==> config.mk <==
export PLATFORM = sky130hd
export DESIGN_NAME = ratio_div
export DESIGN_NICKNAME = d
export VERILOG_FILES = /design/src/rtl/ratio_div.sv
export SDC_FILE = /design/constraint.sdc
export NUM_CORES = 1
export LEC_CHECK = 0
export CAP_MARGIN = 30
export CORE_MARGIN = 4
export CORE_UTILIZATION = 45
export CTS_BUF_LIST = sky130_fd_sc_hd__clkbuf_4
export CTS_CLUSTER_DIAMETER = 100
export DETAILED_ROUTE_END_ITERATION = 7
export GPL_TIMING_DRIVEN = 0
export PLACE_DENSITY = 0.66
export SLEW_MARGIN = 5
export SYNTH_ARGS = -nofsm -noshare
export SYNTH_HDL_FRONTEND = slang
export SYNTH_SLANG_ARGS = --single-unit
==> constraint.sdc <==
create_clock -name clk -period 5.8 [get_ports clk]
set_input_delay 1.16 -clock clk [delete_from_list [all_inputs] [get_ports clk]]
set_output_delay 1.16 -clock clk [all_outputs]
set_load 0.01 [all_outputs]
==> src/rtl/ratio_div.sv <==
// ratio_div: sequential restoring divider computing tan = y / x for Q16.16
// operands, producing a saturated sign-magnitude Q16.16 quotient.
//
// Optional build macro RATIO_DIV_ROUND_EN: computes one extra quotient bit
// and rounds half-up on it. This adds one cycle of latency.
//
// Handshake: a request is accepted on any rising edge where start is high
// and the FSM is IDLE (busy low). The module captures y/x on that edge and
// ignores start until it returns to IDLE. Each accepted request produces
// exactly one tan_valid pulse, unless a reset aborts it. The module holds
// tan/ovf between pulses.
module ratio_div #(
   parameter int FRAC = 16
) (
   input  logic        clk,
   input  logic        rst_n,
   input  logic        start,
   input  logic [31:0] y,
   input  logic [31:0] x,
   output logic        busy,
   output logic        tan_valid,
   output logic [31:0] tan,
   output logic        ovf,
   output logic [1:0]  state_dbg
);

   localparam int DW  = 32 + FRAC;
`ifdef RATIO_DIV_ROUND_EN
   localparam int NIT = DW + 1;
`else
   localparam int NIT = DW;
`endif
   localparam int CW  = $clog2(NIT + 1);

   typedef enum logic [1:0] {
      IDLE = 2'd0,
      CALC = 2'd1,
      DONE = 2'd2
   } state_t;

   state_t          state;
   state_t          state_next;

   logic [CW-1:0]   cnt;
   logic [DW-1:0]   dvd;
   logic [32:0]     rem;
   logic [31:0]     div;
   logic [NIT-1:0]  quot;
   logic            sgn;
   logic            x_zero;
   logic            y_zero;

   logic [31:0]     mag_y;
   logic [31:0]     mag_x;
   logic [33:0]     rem_sh;
   logic            fits;
   logic            last_iter;

   logic [NIT-1:0]  q_fin;
   logic            sat;
   logic [30:0]     mag_res;
   logic            ovf_res;
   logic [31:0]     tan_res;

   assign busy      = (state != IDLE);
   assign state_dbg = state;

   // Operand magnitudes; 0x8000_0000 maps to 2^31 as an unsigned value.
   always_comb begin
      mag_y = y[31] ? (~y + 32'd1) : y;
      mag_x = x[31] ? (~x + 32'd1) : x;
   end

   // One restoring step: shift in the next dividend bit, subtract if it fits.
   always_comb begin
      rem_sh    = {rem, dvd[DW-1]};
      fits      = (rem_sh >= {2'b00, div});
      last_iter = (cnt == CW'(NIT - 1));
   end

   // Final quotient, optional rounding, saturation and divide-by-zero handling.
   always_comb begin
`ifdef RATIO_DIV_ROUND_EN
      q_fin = {1'b0, quot[NIT-1:1]} + NIT'(quot[0]);
`else
      q_fin = quot;
`endif
      sat     = |q_fin[NIT-1:31];
      mag_res = q_fin[30:0];
      ovf_res = sat;
      if (x_zero) begin
         ovf_res = ~y_zero;
         mag_res = y_zero ? 31'd0 : 31'h7FFF_FFFF;
      end else if (sat) begin
         mag_res = 31'h7FFF_FFFF;
      end
      // A zero magnitude never carries a negative sign.
      tan_res = {sgn & (mag_res != 31'd0), mag_res};
   end

   // State register; reset wins over any start sampled on the same edge.
   always_ff @(posedge clk) begin
      if (!rst_n) begin
         state <= IDLE;
      end else begin
         state <= state_next;
      end
   end

   // Next-state logic.
   always_comb begin
      state_next = state;
      unique case (state)
         IDLE:    if (start) state_next = CALC;
         CALC:    if (last_iter) state_next = DONE;
         DONE:    state_next = IDLE;
         default: state_next = IDLE;
      endcase
   end

   // Datapath: capture in IDLE, iterate in CALC, publish the result in DONE.
   always_ff @(posedge clk) begin
      if (!rst_n) begin
         cnt       <= '0;
         dvd       <= '0;
         rem       <= '0;
         div       <= '0;
         quot      <= '0;
         sgn       <= 1'b0;
         x_zero    <= 1'b0;
         y_zero    <= 1'b0;
         tan       <= '0;
         ovf       <= 1'b0;
         tan_valid <= 1'b0;
      end else begin
         tan_valid <= 1'b0;
         case (state)
            IDLE: begin
               if (start) begin
                  dvd    <= {mag_y, {FRAC{1'b0}}};
                  div    <= mag_x;
                  rem    <= '0;
                  quot   <= '0;
                  cnt    <= '0;
                  sgn    <= y[31] ^ x[31];
                  x_zero <= (x == 32'd0);
                  y_zero <= (y == 32'd0);
               end
            end
            CALC: begin
               dvd  <= {dvd[DW-2:0], 1'b0};
               rem  <= fits ? 33'(rem_sh - {2'b00, div}) : rem_sh[32:0];
               quot <= {quot[NIT-2:0], fits};
               cnt  <= cnt + CW'(1);
            end
            DONE: begin
               tan       <= tan_res;
               ovf       <= ovf_res;
               tan_valid <= 1'b1;
            end
            default: begin
            end
         endcase
      end
   end

endmodule

==> summary.md, run 1 <==
The clock passes through at most 2 buffers. The number of cells on the worst reg-to-reg path is 13. Across all hold checks on the routed design, the worst slack comes to 478 ps. In this run, synthesis produced a sequential element count of 190. The met3 wire length was 1.23 mm.

The tool flagged a number of max-cap violations equal to 0. The setup TNS came out at 0 ps. The area added between synthesis and finish is 16.6%, and the post-synth net total is 1314. Once the clock tree was built, the setup fixing pass inserted 0 buffers. The tools report the number of distinct library cell variants in the gate-level netlist after synthesis as 62.

After synthesis, the share of flip-flops with an asynchronous set or reset is 0%. The top cell type by area accounts for 37.1% of the synthesized area. For this run, design rule violations remaining after detail routing come to 0. The flow ran to the end, and the final reports show no timing, DRC or antenna violations. Setup-violating endpoint count in the final report: 0. The highest layer used for signal routing was met4.

The initial utilization of the core area, before any placement, comes to 46.4%. The pre-antenna-repair detailed-routing pass consisted of 5 iterations. The floorplan step set the die width to 159 um.

Number of flops mapped to enable cells by yosys: 0. The instance count along the most critical hold path was 2. Clock-pin slew was measured on the worst setup and hold paths at 180 ps. The post-DP HPWL was 20.2 mm; the peak clock frequency supported by timing was 258 MHz. Net switching is 33.1% of the power.

The critical path class is reg -> reg. By area the synthesized netlist is led by sky130_fd_sc_hd__dfxtp_1, sky130_fd_sc_hd__o21ai_0, sky130_fd_sc_hd__xor2_1, sky130_fd_sc_hd__nand2_1, sky130_fd_sc_hd__ha_1. For the cell leakage power, the log shows 4.70 nW.

The post-cts sizing count came out at 0. A synthesized cell averages 8.46 um2. After detailed routing, the number of vias per cell comes to 5.67. Dominant register cell in the synthesized netlist: sky130_fd_sc_hd__dfxtp_1. The all-layer global routing usage is 20.8%, and the number of levels in the clock H-tree is 4. The worst pin sits at a relative slew slack of 41.2%.

For the row count, the log shows 54. The share of total power dissipated in sequential elements is 51.8%. The final clock skew was 32.7 ps. For the portion of the post-synthesis area used by sequential elements, the log shows 37.1%. In this run the vertical extent of the chip is 159 um.

The transition time at the pin with the least slew margin came out at 881 ps. The number of global-route vias before repair is 8521, and the required time of the worst setup path is 6350 ps. The number of clock buffers added by TritonCTS is 17.

The count of routing violations after the opening detailed-route iteration is 632, and the number of antenna violations at the first check in global routing is 1. The number of max-slew violations in the final report is 0, and the count of port buffers added during placement is 102. Total power for the finished layout comes to 0.00265 W.

The run gives 2181 as the fill cell instance count of the final layout. Routed length on met2: 11.7 mm. For this run, the post-layout net count is 1435. The pin count of the biggest net entering global routing came out at 23. For this block, wires on met1 add up to 13.5 mm. In the final layout, the share of cells above drive strength 1 is 3.94%. For the worst setup path, the data arrival time is 4430 ps. After global routing the overflow that remains totals 0. The Yosys step of the flow raised 0 warnings.

The final route contains 9221 vias. The wire length of the first global-routing pass is 44.0 mm. At the later pin of the worst-skew pair, clock insertion delay measures 620 ps. Buffers inserted to repair hold after CTS numbered 0. Dividing total power by cell area gives a power density of 222 nW/um2. Per-cell routed wire length: 16.6 um. The count of endpoints failing hold in the final timing report was 0; the die outline area was 25200 um2. In the layout the commonest cells are sky130_fd_sc_hd__dfxtp_1, sky130_fd_sc_hd__o21ai_0, sky130_fd_sc_hd__nand2_1.

IR analysis of the VDD net gives a maximum drop of 0.124 mV. The total area inside the core boundary comes to 22100 um2. In this run, the clock network consumes 29.4% of the power.

Post-synthesis instance area: 10200 um2. Once detail routing completed, the nets flagged for antenna violations numbered 0. In the synthesized netlist, the number of instances is 1211. The non-filler instance count after layout is 1626, and the number of primary I/O pins is 104. The CTS root buffer was sky130_fd_sc_hd__clkbuf_4. The part of the total power dissipated in combinational logic was 18.7%; the maximum net fanout on the critical path was 10. Clock tree synthesis found a total of 190 sinks. The number of placed instances, taps included, is 1593.

The routed wire length came out at 27.0 mm. The tightest min-delay check is of the reg -> reg type. Setup repair after global routing left no endpoint under its margin. STA classifies the critical path endpoint as a flop. The final cycle utilization of the critical path was 66.9%. The net switching power of the design came out at 0.000878 W.

The internal power was 0.00177 W. Summed over all instances, the cell type with the most area after synthesis is sky130_fd_sc_hd__dfxtp_1. Leaving out fill and tap cells, the most frequent cell in the layout is sky130_fd_sc_hd__dfxtp_1. Counting I/O delays and the setup requirement, the final critical path takes 3880 ps.

The congestion estimate from routability-driven global placement came to 0.889. TritonCTS built the clock tree. STA classifies the critical path startpoint as a flop.
## worst max-delay path, cell delays in order (launching register included)
cell	delay (ps)
sky130_fd_sc_hd__dfxtp_1	410
sky130_fd_sc_hd__inv_1	90
sky130_fd_sc_hd__ha_1	230
sky130_fd_sc_hd__fa_1	410
sky130_fd_sc_hd__nor2b_1	170
sky130_fd_sc_hd__o2111ai_1	160
sky130_fd_sc_hd__a31oi_1	230
sky130_fd_sc_hd__o21ai_0	290
sky130_fd_sc_hd__o2111a_1	340
sky130_fd_sc_hd__nor2_1	120
sky130_fd_sc_hd__clkbuf_1	390
sky130_fd_sc_hd__clkbuf_1	520
sky130_fd_sc_hd__o21ai_0	290
sky130_fd_sc_hd__a21oi_1	190
## synthesized netlist by cell type (all sizes together), types with 8 or more instances
master	instances
nand3	17
nand2	129
clkbuf	67
inv	46
nor2	34
nand4	9
o21a	9
o21ai	135
xor2	63
a21oi	43
a22o	49
and3	8
buf	9
nand2b	41
a21boi	13
ha	35
or4	11
o31ai	16
nor2b	19
nor4	13
and2	34
nor3	11
xnor2	24
mux2i	19
a22oi	33
dfxtp	190
or3	9
o41ai	8
o211a	30
a31oi	38
## path summary, 6_finish.rpt
path,from,end,slack [ps]
worst max-delay path,dvd[47]$_SDFFE_PN0P_,rem[16]$_SDFFE_PN0P_,1920
worst min-delay path,tan[31]$_SDFFE_PN0P_,tan[31]$_SDFFE_PN0P_,480
worst max register to register,dvd[47]$_SDFFE_PN0P_,rem[16]$_SDFFE_PN0P_,1920
worst min register to register,tan[31]$_SDFFE_PN0P_,tan[31]$_SDFFE_PN0P_,480
## registers in the layout, summed over array words and instances, names as in the netlist, 2 cells and up
name	cells
state_dbg	2
cnt	6
tan	32
dvd	32
q_fin	48
rem	33
div	32
## per-stage QoR
stage          cell area [um2]  worst slack, ps  util, %
6_report                 11900             1920     54.0
5_1_grt                  11900             1660     54.0
4_1_cts                  11900             1940     54.0
3_5_place_dp             11600             1450     52.6
3_3_place_gp             11600             1460     52.6
2_1_floorplan            10200             2190        -
## area by class of cell
| cell class | count | area [um2] | area share (%) |
|---|---|---|---|
| clock inverters | 15 | 198 | 1.66 |
| clock buffers | 17 | 128 | 1.07 |
| inverters | 46 | 173 | 1.45 |
| multi-input cells | 899 | 5970 | 50.0 |
| flip-flops and latches | 190 | 3800 | 31.9 |
| repair buffers | 102 | 1020 | 8.55 |
| diodes | 1 | 2.50 | 0.0210 |
| well taps | 280 | 350 | 2.93 |
| plain buffers | 76 | 290 | 2.43 |
## power groups by stage
| stage | registers, W | clock network (W) | logic [W] |
|---|---|---|---|
| 2_1_floorplan | 0.00139 | 0 | 0.000333 |
| 3_3_place_gp | 0.00140 | 0 | 0.000487 |
| 6_report | 0.00137 | 0.000780 | 0.000496 |
| 3_5_place_dp | 0.00140 | 0 | 0.000492 |
| 5_1_grt | 0.00138 | 0.000843 | 0.000553 |
| 4_1_cts | 0.00137 | 0.000799 | 0.000494 |
## kinds of logic after synthesis
| kind of cell | Yosys count | synth area share (%) |
|---|---|---|
| multiplexers | 20 | 1.97 |
| buffers and inverters | 122 | 4.52 |
| AND/OR/NAND/NOR | 349 | 17.6 |
| XOR/XNOR | 87 | 7.44 |
| AO/OA/AOI/OAI | 407 | 26.8 |
| flip-flops | 190 | 37.1 |
| adder cells (fa/ha/maj) | 36 | 4.47 |
## layer usage
layer  vias up  GRT usage, %
met5         -             0
met4         0          6.55
li1       4610             -
met3        32          3.34
met2       191          31.9
met1      4388          30.2
No activity file was read; power rests on OpenSTA's default activity.
==> run 2: changes to the inputs <==
--- a/config.mk
+++ b/config.mk
@@ -12,7 +12,7 @@
 export CTS_CLUSTER_DIAMETER = 100
 export DETAILED_ROUTE_END_ITERATION = 7
 export GPL_TIMING_DRIVEN = 0
-export PLACE_DENSITY = 0.66
+export PLACE_DENSITY = 0.68
 export SLEW_MARGIN = 5
 export SYNTH_ARGS = -nofsm -noshare
 export SYNTH_HDL_FRONTEND = slang
==> constraint.sdc (replaced) <==
create_clock -name clk -period 3.15 [get_ports clk]
set_input_delay 0.63 -clock clk [delete_from_list [all_inputs] [get_ports clk]]
set_output_delay 0.63 -clock clk [all_outputs]
set_load 0.01 [all_outputs]
==> run 2 against run 1 <==
Against the previous run:
- flip-flop and latch count is the same
- register-to-register slack lost 1800 ps
- die area is the same
- critical endpoint is now div[26]$_SDFFE_PN0P_
==> summary.md, run 2 (same netlist as run 1, synthesis figures left out) <==
Setup violations remaining at the end of the flow were counted as 0. The later pin in the worst-skew pair is clocked with a latency of 600 ps. For this run, the slowest stage of the critical path takes 570 ps. For this run, design rule violations remaining after detail routing come to 0. In the final routed layout, each cell accounts on average for 16.6 um.

Buffers placed on the I/O ports in this run total 102. In this run the worst hold path is classified as in -> reg. Cells fill 55.0% of the core in the end.

The initial standard-cell utilization of the core was 46.4%. Number of routed nets with antenna violations: 0. The HPWL after detailed placement is 20.2 mm. The logs give 160 ps for the worst-case register-to-register setup slack and 0 for the global-route congestion overflow total.

The finished layout holds 1631 standard cells, fillers aside. Number of nets in the layout: 1440. The count of endpoints failing hold in the final timing report is 0, and the final clock skew is 27.8 ps.

The first detailed-routing pass ran for 5 iterations. The tools report the placer's final routability congestion estimate as 0.906. The tool flagged a number of max-cap violations equal to 0.

The tree is rooted in a sky130_fd_sc_hd__clkbuf_4. The transition time at the pin with the least slew margin works out to 926 ps. IR analysis of the VDD net gives a maximum drop of 0.275 mV. Critical-path cell with the highest stage delay: sky130_fd_sc_hd__or4_4. TritonCTS built the clock tree. The wire length of the first global-routing pass is 44.2 mm, and the die outline area is 25200 um2. The floorplan step set the die width to 159 um. Across all layers, the routed design uses 9198 vias. The total CTS buffers was 17. The area added between synthesis and finish is 18.6%. In the layout the commonest cells are sky130_fd_sc_hd__dfxtp_1, sky130_fd_sc_hd__o21ai_0, sky130_fd_sc_hd__nand2_1. The pin count of the biggest net entering global routing is 23.

The power per standard cell area came out at 412 nW/um2. The most common cell after layout, fill and taps aside is sky130_fd_sc_hd__dfxtp_1. The data arrival at the endpoint of the critical path was 3600 ps; the sink count of the clock tree was 190. Routed wire length: 27.1 mm. The critical path startpoint category was a primary input. Number of antenna violations at the first check in global routing: 1. The worst setup path is of the in -> reg kind. In the global route stage, overall resource usage came out at 20.8%.

The floorplan core area was 22100 um2. Number of global-route vias before repair: 8485. The tools report the sort of element at the end of the critical path as a flop. The first routing iteration left 693 violations.

The required time of the worst setup path was 3660 ps; the maximum net fanout on the critical path was 5. The register with the most flip-flops in the layout has 48 of them. The H-tree generated during clock tree synthesis spans 4 levels. Dividing the detail-routed via count by the number of cells gives 5.64.

The relative slew slack was 38.3%. The fill cell instance count of the final layout was 2139. The run finished with clean final reports. The number of max-slew violations in the final report was 0; the peak clock frequency supported by timing was 324 MHz. The clock-pin transition on the worst setup and hold timing paths was 180 ps; the number of primary I/O pins was 104.

The floorplan step set the die height to 159 um. In this run the deepest clock path goes through 2 buffers. The design draws 0.00501 W.

Row generation in the floorplan step produced 54 rows. The count of placed standard cells including taps was 1593. Subtracting the final worst setup slack from the clock period gives 3090 ps. The cell leakage power was 4.82 nW; the final cycle utilization of the critical path was 98.0%. The signal on the critical path passes through clkdlybuf4s50_1, or3_4, or4_4, or3_4, or4_4, o31ai_4, xor2_1, nand2_1, o211a_1.

The post-route netlist has 5.85% of its cells at a drive strength greater than 1.
## run 2: cell types whose count changed in the layout (fill, tap and decap cells not counted), sizes merged
| cell | before | now |
|---|---|---|
| clkbuf | 84 | 83 |
| bufinv | 0 | 1 |
| clkdlybuf4s50 | 102 | 99 |
| dlymetal6s2s | 0 | 3 |
| buf | 9 | 15 |
| clkinvlp | 1 | 0 |
| clkinv | 6 | 5 |
| inv | 54 | 55 |
## run 2: routing by layer
layer  track usage [%]  up-vias  share of wire (%)
met5                 0        -                  0
met4              4.62        0                1.4
met3              2.88       21                4.1
met2              32.5      208                 44
met1              30.8     4345                 50
li1                  -     4624                  -
## run 2: timing repair
action / in CTS / in global routing
hold buffers: 0 / 0
setup buffers: 0 / 5
pin swaps: 1 / 6
setup endpoints to repair: 37 / 38
resized for setup: 18 / 24
## run 2: area by class of cell
class | count | area [um2] | area share, %
Tap cell | 280 | 350 | 2.88
Buffer | 76 | 315 | 2.60
Clock inverter | 15 | 229 | 1.88
Sequential cell | 190 | 3800 | 31.3
Timing Repair Buffer | 107 | 1060 | 8.75
Antenna cell | 1 | 2.50 | 0.0206
Clock buffer | 17 | 128 | 1.05
Inverter | 46 | 173 | 1.42
Multi-Input combinational cell | 899 | 6080 | 50.1
## run 2: path summary, 6_finish.rpt
check	end	startpoint	depth (start not counted)
setup / recovery	div[26]$_SDFFE_PN0P_	x[7]	9
setup reg to reg	rem[16]$_SDFFE_PN0P_	dvd[47]$_SDFFE_PN0P_	14
hold reg to reg	tan[31]$_SDFFE_PN0P_	tan[31]$_SDFFE_PN0P_	2
hold / removal	div[13]$_SDFFE_PN0P_	x[13]	4
## run 2: stage by stage
stage | worst slack [ps] | hold WS, ps | TNS [ps] | instance area (um2)
after floorplan | 72.5 | 437 | 0 | 10200
after global routing | -29.6 | 479 | -93.6 | 12100
after global placement | -670 | 448 | -20560 | 11600
after detailed placement | -698 | 456 | -21860 | 11600
final | 62.1 | 476 | 0 | 12100
after CTS | -49.7 | 479 | -57.4 | 12000
## run 2: power by group
part	switching (W)	internal, W
Clock	0.00105	0.000490
Combinational	0.000543	0.000397
Sequential	0.0000463	0.00248
## run 2: worst max-delay path, delay by kind of cell
kind,cells,cell delay (ps)
and+or+nand+nor,5,1970
buffers and inverters,1,490
AOI/OAI and AO/OA,2,320
xor gates and xnor gates,1,190
==> run 3: changes to the inputs <==
--- a/config.mk
+++ b/config.mk
@@ -11,8 +11,8 @@
 export CTS_BUF_LIST = sky130_fd_sc_hd__clkbuf_4
 export CTS_CLUSTER_DIAMETER = 100
 export DETAILED_ROUTE_END_ITERATION = 7
+export DONT_BUFFER_PORTS = 1
 export GPL_TIMING_DRIVEN = 0
-export PLACE_DENSITY = 0.68
 export SLEW_MARGIN = 5
 export SYNTH_ARGS = -nofsm -noshare
 export SYNTH_HDL_FRONTEND = slang
==> constraint.sdc (replaced) <==
create_clock -name clk -period 2.66 [get_ports clk]
set_input_delay 0.532 -clock clk [delete_from_list [all_inputs] [get_ports clk]]
set_output_delay 0.532 -clock clk [all_outputs]
set_load 0.01 [all_outputs]
==> run 3 against run 2 <==
Against the previous run:
- the run now ends with negative setup slack left
- utilization fell by 2.7 points
- die area did not move
- power rose by 14%
- first-iteration DRC count rose by 4.3%
- sequential share of layout area rose by 1.7 points
- combinational power rose by 19%
- routed wire length rose by 3.7%
- largest cell class unchanged
- clock-buffer cell count rose by 1
- cell area fell by 4.9%
==> summary.md, run 3 (same netlist as run 1, synthesis figures left out) <==
The flow ran to the end, but the final reports show violations. The checks that failed: negative setup slack. The routed layout has 9009 vias.

The path with the worst hold slack has its endpoint at div[0]$_SDFFE_PN0P_. For this run, the top clock speed supported by timing is 360 MHz. Routed signal wires occupy layers up through met4.

In the final routing, the length of wire on met1 measures 13.9 mm. Summing all non-filler instances in the final layout gives an area of 11600 um2. The worst register-to-register path begins at div[9]$_SDFFE_PN0P_. The count of nets left with antenna violations once routing finished came out at 0. The tools report the required time of the worst setup path as 3190 ps.

The path class of the tightest hold or removal check is in -> reg. The endpoint identified for the worst register-to-register timing path is rem[24]$_SDFFE_PN0P_. The count of port buffers added during placement came out at 0.

Adding up every negative setup slack in the final design gives -1750 ps. Prior to clock tree synthesis, the placed netlist has a worst setup slack of -631 ps. All-layer global routing usage: 21.5%. The logs give 0 for the number of max-slew violations in the final report and 3310 ps for the data arrival at the endpoint of the critical path. Between clock sinks in the finished design, the worst skew comes to 30.8 ps. After global routing the overflow that remains totals 0.

The smallest clock period supported by the final layout is computed as 2780 ps. The critical path startpoint category is a flop. Setup violations remaining at the end of the flow were counted as 29.

The number of max-cap violations was 0. The tools report the worst-case setup margin in the final layout as -122 ps. The number of clock buffers added by TritonCTS is 17. The floorplan step set the die width to 159 um. After detailed routing, the number of remaining DRC violations is 0. The maximum net fanout on the critical path is 7. Once placement completed, the tool counted placed cells totaling 1491. Non-filler instance count after layout: 1548. Critical path class: reg -> reg.

Setup repair after global routing could not meet its margin everywhere. Before antenna repair, the detailed router went through 5 iterations. The area added between synthesis and finish was 12.9%. The tools report the CTS root buffer as sky130_fd_sc_hd__clkbuf_4. Dividing the detail-routed via count by the number of cells gives 5.82. For this design the ratio of total power to cell area is 495 nW/um2.

The logs give 8585 for the number of global-route vias before repair and 4.52 nW for the cell leakage power. Once placement finished, the instance area stood at 10600 um2. The worst-case IR drop observed on VDD is 0.251 mV. The tools report the die outline area as 25200 um2. In the final layout, the share of cells above drive strength 1 is 12.3%.

Counting cells, the worst reg-to-reg path comes to 12. The met3 wire length is 1.31 mm. The top cell types in the final layout, fill and taps aside, are sky130_fd_sc_hd__dfxtp_1, sky130_fd_sc_hd__nand2_1, sky130_fd_sc_hd__o21ai_0. The clock-pin transition on the worst setup and hold timing paths works out to 170 ps.

The first global-routing pass estimated 45.2 mm of wire. The logs give 104 for the number of primary I/O pins and 46.4% for the initial standard-cell utilization of the core. Wires add up to 28.1 mm. Setup slack on the worst reg-to-reg path comes out at -120 ps.

TritonCTS built the clock tree. The run gives 190 as the sink count of the clock tree. Detailed placement ended at an HPWL of 20.5 mm. The clock tree synthesis step divided the H-tree into 4 levels. The routed length on met2 was 12.6 mm.

Routability-driven placement finished with a final weighted congestion of 0.852. Leaving out fill and tap cells, the most frequent cell in the layout is sky130_fd_sc_hd__dfxtp_1. The instance count along the most critical hold path was 2; the relative slew slack was 36.8%. The share of the core filled with cells in the final layout was 52.3%. For the pin count of the biggest net entering global routing, the log shows 21. The number of hold buffers added after CTS was 0. Row generation in the floorplan step produced 54 rows. The per-cell routed wire length was 18.1 um; the final cycle utilization of the critical path was 105%.

The net count of the finished layout is 1357. The logs give 2 for the number of antenna violations at the first check in global routing and 2117 for the fill cell instance count of the final layout. In this run the deepest clock path goes through 2 buffers. The overall die height is 159 um. The clock reaches the later pin of the worst-skew pair after 590 ps.

STA classifies the critical path endpoint as a flop. The tools report the startpoint of the lowest-slack hold path as x[0]. The count of endpoints failing hold in the final timing report came out at 0. At the pin with the least slew margin, the transition time is 948 ps. The count of routing violations after the opening detailed-route iteration was 723; the number of flip-flops in the largest register was 48.

The tools report the floorplan core area as 22100 um2.
run 3: changes by cell type in the layout (fill, tap and decap cells not counted), moves of 5 or more:
| cell | delta |
|---|---|
| sky130_fd_sc_hd__buf_4 | +19 |
| sky130_fd_sc_hd__clkdlybuf4s50_1 | -99 |
| sky130_fd_sc_hd__ha_2 | +6 |
| sky130_fd_sc_hd__ha_1 | -14 |
| sky130_fd_sc_hd__clkbuf_1 | -5 |
| sky130_fd_sc_hd__a21oi_1 | -6 |
| sky130_fd_sc_hd__dfxtp_1 | -7 |
| sky130_fd_sc_hd__o21ai_1 | +28 |
| sky130_fd_sc_hd__o21ai_0 | -34 |
| sky130_fd_sc_hd__ha_4 | +8 |
| sky130_fd_sc_hd__o21ai_2 | +5 |
| sky130_fd_sc_hd__a21oi_2 | +6 |
| sky130_fd_sc_hd__dfxtp_2 | +7 |
run 3: how the worst max path moves through the flow:
stage | endpoint | cells after the start | start
4_1_cts | rem[11]$_SDFFE_PN0P_ | 14 | dvd[47]$_SDFFE_PN0P_
5_1_grt | rem[24]$_SDFFE_PN0P_ | 12 | div[9]$_SDFFE_PN0P_
6_report | rem[24]$_SDFFE_PN0P_ | 12 | div[9]$_SDFFE_PN0P_
2_1_floorplan | div[27]$_SDFFE_PN0P_ | 9 | x[13]
3_5_place_dp | rem[16]$_SDFFE_PN0P_ | 14 | dvd[47]$_SDFFE_PN0P_
3_3_place_gp | rem[16]$_SDFFE_PN0P_ | 14 | dvd[47]$_SDFFE_PN0P_
run 3: final cells by class:
type	instances	area (um2)	area share, %
diodes	1	2.50	0.0216
plain buffers	73	337	2.91
clock buffers	18	135	1.17
clock inverters	14	164	1.42
inverters	46	173	1.49
multi-input cells	899	6370	55.1
flip-flops and latches	190	3810	33.0
well taps	280	350	3.03
repair buffers	27	218	1.88
run 3: timing repair:
action                                  in CTS  in global routing
resized for setup                           80                 42
cloned                                       1                  0
setup buffers                               21                  5
pin swaps                                   22                 12
endpoints found under the setup margin      35                 38
run 3: layer usage:
layer  global-route usage (%)  up-vias
met5                        0        -
met4                     4.18        0
met3                     4.17       24
met2                     34.3      216
met1                     30.7     4284
li1                         -     4485
run 3: stage by stage:
stage	power (W)	hold slack, ps
after detailed placement	0.00401	462
final	0.00573	106
after CTS	0.00572	72.5
after global placement	0.00400	448
after global routing	0.00601	62.2
after floorplan	0.00377	437
run 3: worst max-delay path, stage by stage (launching register included):
cell and delay [ps]:
sky130_fd_sc_hd__dfxtp_1 370, sky130_fd_sc_hd__inv_1 50, sky130_fd_sc_hd__ha_1 270, sky130_fd_sc_hd__clkbuf_1 310
sky130_fd_sc_hd__o211ai_1 230, sky130_fd_sc_hd__a31oi_4 240, sky130_fd_sc_hd__o21ai_4 100, sky130_fd_sc_hd__buf_4 150
sky130_fd_sc_hd__o311ai_4 290, sky130_fd_sc_hd__a221oi_4 130, sky130_fd_sc_hd__o21ai_2 190, sky130_fd_sc_hd__mux2_4 310
sky130_fd_sc_hd__o21bai_1 110
run 3: power breakdown:
group	switching, W	total, W	leakage, nW	internal [W]
logic	0.000651	0.00112	2.82	0.000470
registers	0.0000570	0.00300	1.55	0.00294
clock network	0.00116	0.00161	0.156	0.000446
total	0.00187	0.00573	4.52	0.00386
